### src/rtl/mem_byte_arbiter_if.sv
// Bus bundle between mem_byte_arbiter, its two requesters (IF, MEM) and the byte-wide RAM.
// slave = arbiter side, master = requester/RAM side.
interface mem_byte_arbiter_if #(
  parameter int unsigned MADDR_SZ = 32
);
  logic                if_req;
  logic [MADDR_SZ-1:0] if_addr;
  logic [63:0]         if_rdata;
  logic                if_ack;
  logic                mem_req;
  logic                mem_we;
  logic [1:0]          mem_size;
  logic [MADDR_SZ-1:0] mem_addr;
  logic [63:0]         mem_wdata;
  logic [63:0]         mem_rdata;
  logic                mem_ack;
  logic [MADDR_SZ-1:0] ram_addr;
  logic [7:0]          ram_din;
  logic                ram_we;
  logic [7:0]          ram_dout;
  logic                busy;

  modport slave (
    input  if_req, if_addr, mem_req, mem_we, mem_size, mem_addr, mem_wdata, ram_dout,
    output if_rdata, if_ack, mem_rdata, mem_ack, ram_addr, ram_din, ram_we, busy
  );

  modport master (
    output if_req, if_addr, mem_req, mem_we, mem_size, mem_addr, mem_wdata, ram_dout,
    input  if_rdata, if_ack, mem_rdata, mem_ack, ram_addr, ram_din, ram_we, busy
  );
endinterface

### src/rtl/mem_byte_arbiter.sv
// Shares a byte-wide RAM between IF and MEM ports, splitting requests into big-endian byte
// accesses. Define ROUND_ROBIN_EN for alternating tie-break instead of fixed MEM priority.
module mem_byte_arbiter #(
  parameter int unsigned MADDR_SZ = 32,
  parameter int unsigned IF_BYTES = 4
) (
  input logic               i_clk,
  input logic               i_rst,
  mem_byte_arbiter_if.slave bus
);

  typedef enum logic [2:0] {StIdle, StRd, StWset, StWpul, StAck} state_e;

  localparam logic [3:0] IfN = 4'(IF_BYTES);
  localparam logic [MADDR_SZ-1:0] AddrOne = {{(MADDR_SZ-1){1'b0}}, 1'b1};

  state_e              r_state;
  logic [MADDR_SZ-1:0] r_ram_addr;
  logic [7:0]          r_ram_din;
  logic                r_ram_we;
  logic [63:0]         r_acc;
  logic [63:0]         r_wdata;
  logic [63:0]         r_if_rdata;
  logic [63:0]         r_mem_rdata;
  logic                r_if_ack;
  logic                r_mem_ack;
  logic                r_busy;
  logic                r_sel_mem;
  logic [3:0]          r_n;
  logic [3:0]          r_cnt;
`ifdef ROUND_ROBIN_EN
  logic                r_last_mem;
`endif

  logic        w_grant_mem;
  logic [3:0]  w_mem_n;
  logic [5:0]  w_sh;
  logic [63:0] w_align;
  logic        w_last;
  logic [63:0] w_acc_nxt;

  always_comb begin
`ifdef ROUND_ROBIN_EN
    w_grant_mem = bus.mem_req & (~bus.if_req | ~r_last_mem);
`else
    w_grant_mem = bus.mem_req;
`endif
    w_mem_n   = 4'd1 << bus.mem_size;
    // Left-align the N store bytes so the next byte to write is always [63:56].
    w_sh      = {3'(4'd8 - w_mem_n), 3'b000};
    w_align   = bus.mem_wdata << w_sh;
    w_last    = (r_cnt == (r_n - 4'd1));
    w_acc_nxt = {r_acc[55:0], bus.ram_dout};
  end

  always_ff @(posedge i_clk) begin
    if (i_rst) begin
      r_state     <= StIdle;
      r_ram_addr  <= '0;
      r_ram_din   <= '0;
      r_ram_we    <= 1'b0;
      r_acc       <= '0;
      r_wdata     <= '0;
      r_if_rdata  <= '0;
      r_mem_rdata <= '0;
      r_if_ack    <= 1'b0;
      r_mem_ack   <= 1'b0;
      r_busy      <= 1'b0;
      r_sel_mem   <= 1'b0;
      r_n         <= '0;
      r_cnt       <= '0;
`ifdef ROUND_ROBIN_EN
      r_last_mem  <= 1'b0;
`endif
    end else begin
      r_if_ack  <= 1'b0;
      r_mem_ack <= 1'b0;
      r_ram_we  <= 1'b0;
      unique case (r_state)
        StIdle: begin
          if (w_grant_mem) begin
            r_sel_mem  <= 1'b1;
            r_n        <= w_mem_n;
            r_cnt      <= '0;
            r_acc      <= '0;
            r_ram_addr <= bus.mem_addr;
            r_busy     <= 1'b1;
`ifdef ROUND_ROBIN_EN
            r_last_mem <= 1'b1;
`endif
            if (bus.mem_we) begin
              r_ram_din <= w_align[63:56];
              r_wdata   <= w_align << 8;
              r_state   <= StWset;
            end else begin
              r_state   <= StRd;
            end
          end else if (bus.if_req) begin
            r_sel_mem  <= 1'b0;
            r_n        <= IfN;
            r_cnt      <= '0;
            r_acc      <= '0;
            r_ram_addr <= bus.if_addr;
            r_busy     <= 1'b1;
`ifdef ROUND_ROBIN_EN
            r_last_mem <= 1'b0;
`endif
            r_state    <= StRd;
          end
        end
        StRd: begin
          r_acc      <= w_acc_nxt;
          r_cnt      <= r_cnt + 4'd1;
          r_ram_addr <= r_ram_addr + AddrOne;
          if (w_last) begin
            r_state <= StAck;
            if (r_sel_mem) begin
              r_mem_rdata <= w_acc_nxt;
              r_mem_ack   <= 1'b1;
            end else begin
              r_if_rdata <= w_acc_nxt;
              r_if_ack   <= 1'b1;
            end
          end
        end
        StWset: begin
          r_ram_we <= 1'b1;
          r_state  <= StWpul;
        end
        StWpul: begin
          r_cnt <= r_cnt + 4'd1;
          if (w_last) begin
            r_mem_ack <= 1'b1;
            r_state   <= StAck;
          end else begin
            r_ram_addr <= r_ram_addr + AddrOne;
            r_ram_din  <= r_wdata[63:56];
            r_wdata    <= r_wdata << 8;
            r_state    <= StWset;
          end
        end
        StAck: begin
          r_busy  <= 1'b0;
          r_state <= StIdle;
        end
        default: r_state <= StIdle;
      endcase
    end
  end

  assign bus.if_rdata  = r_if_rdata;
  assign bus.if_ack    = r_if_ack;
  assign bus.mem_rdata = r_mem_rdata;
  assign bus.mem_ack   = r_mem_ack;
  assign bus.ram_addr  = r_ram_addr;
  assign bus.ram_din   = r_ram_din;
  assign bus.ram_we    = r_ram_we;
  assign bus.busy      = r_busy;

endmodule
### src/flat_wrapper.sv
// flat-port wrapper written by rule: the top's interface ports become plain ports
module mem_byte_arbiter_flat 
#(
  parameter int unsigned MADDR_SZ = 32,
  parameter int unsigned IF_BYTES = 4
)
  (i_clk, i_rst, bus_if_req, bus_if_addr, bus_mem_req, bus_mem_we, bus_mem_size, bus_mem_addr, bus_mem_wdata, bus_ram_dout, bus_if_rdata, bus_if_ack, bus_mem_rdata, bus_mem_ack, bus_ram_addr, bus_ram_din, bus_ram_we, bus_busy);
  mem_byte_arbiter_if #(.MADDR_SZ(MADDR_SZ)) bus_i ();
  input logic i_clk;
  input logic i_rst;
  input wire logic [$bits(bus_i.if_req)-1:0] bus_if_req;
  input wire logic [$bits(bus_i.if_addr)-1:0] bus_if_addr;
  input wire logic [$bits(bus_i.mem_req)-1:0] bus_mem_req;
  input wire logic [$bits(bus_i.mem_we)-1:0] bus_mem_we;
  input wire logic [$bits(bus_i.mem_size)-1:0] bus_mem_size;
  input wire logic [$bits(bus_i.mem_addr)-1:0] bus_mem_addr;
  input wire logic [$bits(bus_i.mem_wdata)-1:0] bus_mem_wdata;
  input wire logic [$bits(bus_i.ram_dout)-1:0] bus_ram_dout;
  output wire logic [$bits(bus_i.if_rdata)-1:0] bus_if_rdata;
  output wire logic [$bits(bus_i.if_ack)-1:0] bus_if_ack;
  output wire logic [$bits(bus_i.mem_rdata)-1:0] bus_mem_rdata;
  output wire logic [$bits(bus_i.mem_ack)-1:0] bus_mem_ack;
  output wire logic [$bits(bus_i.ram_addr)-1:0] bus_ram_addr;
  output wire logic [$bits(bus_i.ram_din)-1:0] bus_ram_din;
  output wire logic [$bits(bus_i.ram_we)-1:0] bus_ram_we;
  output wire logic [$bits(bus_i.busy)-1:0] bus_busy;
  assign bus_i.if_req = bus_if_req;
  assign bus_i.if_addr = bus_if_addr;
  assign bus_i.mem_req = bus_mem_req;
  assign bus_i.mem_we = bus_mem_we;
  assign bus_i.mem_size = bus_mem_size;
  assign bus_i.mem_addr = bus_mem_addr;
  assign bus_i.mem_wdata = bus_mem_wdata;
  assign bus_i.ram_dout = bus_ram_dout;
  assign bus_if_rdata = bus_i.if_rdata;
  assign bus_if_ack = bus_i.if_ack;
  assign bus_mem_rdata = bus_i.mem_rdata;
  assign bus_mem_ack = bus_i.mem_ack;
  assign bus_ram_addr = bus_i.ram_addr;
  assign bus_ram_din = bus_i.ram_din;
  assign bus_ram_we = bus_i.ram_we;
  assign bus_busy = bus_i.busy;
  mem_byte_arbiter #(.MADDR_SZ(MADDR_SZ), .IF_BYTES(IF_BYTES)) u_core (.i_clk(i_clk), .i_rst(i_rst), .bus(bus_i));
endmodule
### config.mk
export PLATFORM = sky130hd
export DESIGN_NAME = mem_byte_arbiter_flat
export DESIGN_NICKNAME = d
export VERILOG_FILES = /design/src/rtl/mem_byte_arbiter_if.sv /design/src/rtl/mem_byte_arbiter.sv /design/src/flat_wrapper.sv
export SDC_FILE = /design/constraint.sdc
export NUM_CORES = 1
export LEC_CHECK = 0
export BUFFER_PORTS_ARGS = -buffer_cell sky130_fd_sc_hd__buf_2
export CAP_MARGIN = 10
export CORE_MARGIN = 2
export CORE_UTILIZATION = 40
export CTS_CLUSTER_DIAMETER = 80
export DETAILED_ROUTE_END_ITERATION = 7
export PLACE_DENSITY = 0.63
export SKIP_CTS_REPAIR_TIMING = 1
export SYNTH_ARGS = -nofsm -noshare
export SYNTH_HDL_FRONTEND = slang
export SYNTH_SLANG_ARGS = --single-unit
### constraint.sdc
create_clock -name i_clk -period 4.4 [get_ports i_clk]
set_input_delay 0.88 -clock i_clk [delete_from_list [all_inputs] [get_ports i_clk]]
set_output_delay 0.88 -clock i_clk [all_outputs]
set_load 0.02 [all_outputs]
=== After elaboration in Yosys (flattened, before gate mapping) ===
Index checks and enable logic that the tools add are counted.

* Bits in registers: 304
* Bits of input ports: 143
* Output and inout bits: 172

* $add $sub $neg: 4
* Eq/ne operators: 10
* Shifts and indexed selects: 2
* Mux-type cells: 37
* Bitwise logic cells: 3
* Reduce and logical (&&, ||, !) cells: 18

{| class="wikitable"
|+ Operator list
! kind !! count
|-
| $mux W64 || 3
|-
| $pmux W64 S2 || 1
|-
| $mux W56 || 2
|-
| $pmux W56 S2 || 1
|-
| $mux W32 || 3
|-
| $pmux W32 S3 || 1
|-
| $shl A64 B6 Y64 || 1
|-
| $add A32 B1 Y32 const B || 1
|-
| $mux W8 || 3
|-
| $mux W4 || 4
|-
| $pmux W8 S2 || 1
|-
| $mux W3 || 4
|-
| $pmux W3 S4 || 1
|-
| $reduce_and A2 Y1 || 5
|-
| $reduce_bool A2 Y1 || 5
|-
| $mux W1 || 9
|-
| $reduce_and A3 Y1 || 3
|-
| $pmux W4 S2 || 1
|-
| $eq A3 B2 Y1 const B || 2
|-
| $ne A2 B2 Y1 const B || 3
|-
| $add A4 B1 Y4 const B || 1
|-
| $eq A4 B4 Y1 || 1
|-
| $pmux W1 S2 || 2
|-
| $reduce_and A4 Y1 || 1
|-
| 13 further kinds || 15
|}

=== Logic depth before layout (Yosys ltp) ===
* Depth in word-level cells: 6
* Gate-level depth with buffers: 9

=== Least setup slack after synthesis ===
No wires, ideal clock.

* Path kind: input-to-reg
* Start point: in bus_mem_req
* End point: reg u_core.r_ram_addr[31] (netlist: u_core.bus.ram_addr[31])
* Setup time: 74 ps
* Arrival: 2,206 ps
* Data required time: 4,326 ps
* Path slack: 2,119 ps
* Stages on the path: 5
* Cell sequence: nor2_1 > o31ai_2 > o31ai_2 > or4_1 > a31oi_1

* Longest elaborated chain between the ends: 2
* Elaborated cells on any way between the ends: 4
* Classes of those cells: eq/ne: 1; mux: 2; reduce/logical: 1

{| class="wikitable"
|+ Ends and longest elaborated chain
! element !! line !! text
|-
| start: declaration || flat_wrapper.sv:13 || <nowiki>input wire logic [$bits(bus_i.mem_req)-1:0] bus_mem_req;</nowiki>
|-
| $ne A3 B3 Y1 (no source line) or $mux W32 (tied branches) || -- ||
|-
| $reduce_and A3 Y1 (no source line) or $pmux W32 S3 (tied branches) || -- ||
|-
| end signal: assignment || mem_byte_arbiter.sv:86 || <nowiki>r_ram_addr <= bus.mem_addr;</nowiki>
|-
| end signal: assignment || mem_byte_arbiter.sv:103 || <nowiki>r_ram_addr <= bus.if_addr;</nowiki>
|-
| end signal: assignment || mem_byte_arbiter.sv:114 || <nowiki>r_ram_addr <= r_ram_addr + AddrOne;</nowiki>
|-
| end: declaration || mem_byte_arbiter.sv:18 || <nowiki>logic [MADDR_SZ-1:0] r_ram_addr;</nowiki>
|}

Several ways; a longest one is shown, not always the timed one.
A chain may end at the register's enable or synchronous reset.

=== Worst setup path after layout ===
* Start point: reg u_core.r_state[0]
* End point: reg u_core.r_if_rdata[1] (netlist: u_core.bus.if_rdata[1])

* Longest elaborated chain between the ends: 2

{| class="wikitable"
|+ Ends and longest elaborated chain
! element !! line !! text
|-
| start: declaration || mem_byte_arbiter.sv:17 || <nowiki>state_e r_state;</nowiki>
|-
| start signal: assignment || mem_byte_arbiter.sv:58 || <nowiki>r_state <= StIdle;</nowiki>
|-
| start signal: assignment || mem_byte_arbiter.sv:94 || <nowiki>r_state <= StWset;</nowiki>
|-
| start signal: assignment || mem_byte_arbiter.sv:96 || <nowiki>r_state <= StRd;</nowiki>
|-
| $eq A3 B1 Y1 || mem_byte_arbiter.sv:79 || <nowiki>unique case (r_state)</nowiki>
|-
| $reduce_and A3 Y1 (no source line) || -- ||
|-
| end signal: assignment || mem_byte_arbiter.sv:121 || <nowiki>r_if_rdata <= w_acc_nxt;</nowiki>
|-
| end: declaration || mem_byte_arbiter.sv:23 || <nowiki>logic [63:0] r_if_rdata;</nowiki>
|}

No other way between the ends.

==> impl_metrics.yaml <==
global_route:
  antenna_found_initial: 0
  met3_usage_pct: 4.44
  grt_start_max_net_pins: 125
  track_usage_pct: 22.4
  grt_pass1_vias: 11928
  grt_overflow: 0
  grtUsageMet1_pct: 30.7
  grt_most_used_layer: "met2"
  met2_usage_pct: 36.4
  grt_pass1_wl_um: 65000
worst_setup_path:
  reg2reg_from: "u_core.r_state[0]"
  rr_worst_depth: 7
  worstPathArrival_ns: 3.42
  regToRegSetupSlack_ns: 1.37
  path_common_cell: "buf_4"
  worstPathCellList: "nor2b_2 -> nand2b_2 -> buf_4 -> nor4_4 -> buf_4 -> mux2i_1 -> nor2_1"
  crit_path_end: "u_core.bus.if_rdata[1]"
  max_stage_delay_ns: 0.76
  crit_path_end_kind: "flop"
  r2r-end: "u_core.bus.if_rdata[1]"
  start_kind: "flop"
  critPathKind: "flop to flop"
  crit_start: "u_core.r_state[0]"
  required_ns: 4.79
  cp_slowest_cell: "nor4_4"
  crit_fanout: 57
final_layout:
  post-route-cell-area_um2: 16100
  syn2layout_area_growth_pct: 21.4
  diodes: 0
  multi_input_area_um2: 6730
  fin_util_pct: 49.5
  drive_above_1_share_pct: 25.7
  fin_nets: 1944
  final-seq-area_um2: 5930
  fill_cells: 3181
  instances_no_fill: 2262
placed_design:
  dpl-instance-area_um2: 15100
  port_buffers: 314
  hpwl_um: 26200
  dpl.cell_count: 2204
  gp_congestion: 0.849
pwr:
  power_w: 0.00657
  p_switching_w: 0.00181
  p_comb_share_pct: 13.5
  p_sw_share_pct: 27.5
  p_int_w: 0.00476
  power_density_nw_per_um2: 407
  power.share.clock_pct: 42.2
  irDropWorstVdd_uv: 226
  pwr-share-seq_pct: 44.3
  leakagePower_nw: 6.15
yosys:
  netlist_area_um2: 13300
  synth_largest_area_cell: "dfxtp_1"
  synth_edf_count: 0
  yosysMostFrequentCell: "dfxtp_1"
  synth_top_area_share_pct: 44.6
  avgSynthCellArea_um2: 8.50
  synthCells: 1565
  syn-num-nets: 1711
  synth-async-reset-ratio_pct: 0
  synth-seq-cells: 296
  synth_seq_area_share_pct: 44.6
  synthFlopType: "dfxtp_1"
  yosysUniqueCellTypes: 65
  synth_area_leaders: "dfxtp_1 (45%), nand2_1 (8.2%), mux2i_1 (7.0%)"
  ys_top_cells_by_count: "dfxtp_1 (296), nand2_1 (291), a21oi_1 (156), nand3_1 (113), nor2_1 (103)"
  synth_warnings: 0
die:
  die_x_um: 186
  die_h_um: 186
  die_area_um2: 34700
  core-area_um2: 32600
  num_rows: 66
  ios: 315
  initial_core_util_pct: 40.8
clock_network:
  clkLatencyLatePin_ns: 0.51
  clk_pin_slew_ns: 0.06
  cts_buffers: 34
  cts_tree: "built"
  clock-root-buffer: "clkbuf_16"
  clk_path_buf_depth: 3
  h-tree-depth: 2
  cts_sinks: 296
route:
  drt-pass1-iter-count: 4
  drc: 0
  post_drt_via_cell_ratio: 5.49
  vias: 12409
  wl_per_cell_um: 17.8
  ant_nets: 0
  wl_um: 40200
  drtIter0Drc: 805
timing:
  setup_viol: 0
  rsz0062_at_grt: "no"
  fmax_mhz: 330
  relSlewSlack_pct: 31.2
  slew_viol_final: 0
  fin_skew_ns: 0.0108
  tns_ns: 0
  hold_viol: 0
  period_needed_ns: 3.03
  fin_crit_sh_pct: 68.9
  tightest_slew_ns: 1.03
status:
  status: "complete, no violations"
flow_run:
  timing.max_cap.violations: 0
worst_hold_path:
  min_path_type: "flop to flop"
  worstHoldPathCells: 2
-- sequential cells by signal, summed over array words and instances (netlist names) --
register,flops
u_core.bus.mem_ack,1
u_core.r_sel_mem,1
u_core.r_acc,56
u_core.bus.if_rdata,64
u_core.bus.mem_rdata,64
u_core.bus.if_ack,1
u_core.r_wdata,56
u_core.r_cnt,4
u_core.bus.ram_din,8
u_core.bus.ram_addr,32
u_core.r_n,4
u_core.r_state,3
u_core.bus.busy,1
u_core.bus.ram_we,1
-- worst min-delay path by stage --
stage                                   startpoint                        to
after detailed placement  u_core.bus.mem_rdata[59]  u_core.bus.mem_rdata[59]
final                     u_core.bus.mem_rdata[21]  u_core.bus.mem_rdata[21]
after global routing      u_core.bus.mem_rdata[19]  u_core.bus.mem_rdata[19]
after global placement    u_core.bus.mem_rdata[12]  u_core.bus.mem_rdata[12]
after CTS                 u_core.bus.mem_rdata[59]  u_core.bus.mem_rdata[59]
after floorplan                   u_core.r_acc[55]  u_core.bus.mem_rdata[63]
-- power by group through the flow --
stage	clock [W]	combinational [W]	sequential, W
2_1_floorplan	0	0.000559	0.00299
3_3_place_gp	0	0.000870	0.00296
3_5_place_dp	0	0.000883	0.00297
4_1_cts	0.00283	0.000887	0.00291
5_1_grt	0.00295	0.000969	0.00292
6_report	0.00277	0.000885	0.00291
-- stage by stage --
| step | hold WS (ns) | setup WS [ns] |
|---|---|---|
| 5_1_grt | 0.467 | 1.12 |
| 4_1_cts | 0.451 | 1.35 |
| 6_report | 0.451 | 1.37 |
| 3_5_place_dp | 0.443 | 1.24 |
| 2_1_floorplan | 0.445 | 2.12 |
| 3_3_place_gp | 0.440 | 1.31 |
-- critical path, delay by kind of cell (launching register included) --
kind          cells  cell delay (ns)
flops             1             0.46
mux               1             0.25
buf+inv           2             0.69
simple gates      4             1.48
-- cell families (layout without fill, tap and decap cells) --
logic type	count (synthesis)	count (layout)	synth area share, %
and+or+nand+nor	658	658	22.7
AOI/OAI and AO/OA	316	316	15.8
DFF	296	296	44.6
buffers and inverters	154	409	5.17
muxes	129	129	10.7
xor gates and xnor gates	9	9	0.809
adders and majority gates	3	3	0.282
-- area by class of cell --
class                      count  area share [%]
tap                          442            3.43
inverter                      11           0.256
timing repair buffer         340            11.2
multi-input combinational   1115            41.7
clock buffer                  53            6.28
sequential                   296            36.7
clock inverter                 5           0.426
-- cell usage in the layout, fill, tap and decap left out, types with 4 or more instances in the layout --
master	n
or4_1	4
a211oi_1	5
clkbuf_8	7
nor3_1	67
and2_1	4
nor2b_1	4
mux4_2	8
a31oi_1	5
a21oi_1	156
o21ai_1	11
mux2i_1	93
o21ai_0	41
a221oi_1	14
and4_1	9
xor2_1	5
nor2_1	102
buf_4	23
a311oi_2	20
inv_1	11
clkbuf_16	35
mux2_2	28
nor4_1	10
buf_2	313
nand2_1	289
a311oi_1	28
clkbuf_1	11
o31ai_1	6
nand4b_1	16
nand3_1	113
dfxtp_1	296
nand4_1	13
o41ai_1	7
-- per-layer routing --
| layer | wire [um] | vias to the layer above |
|---|---|---|
| li1 | - | 6045 |
| met1 | 18300 | 5949 |
| met2 | 18800 | 366 |
| met3 | 2490 | 49 |
| met4 | 709 | 0 |
| met5 | 0 | - |
(Power assumes the default switching activity.)
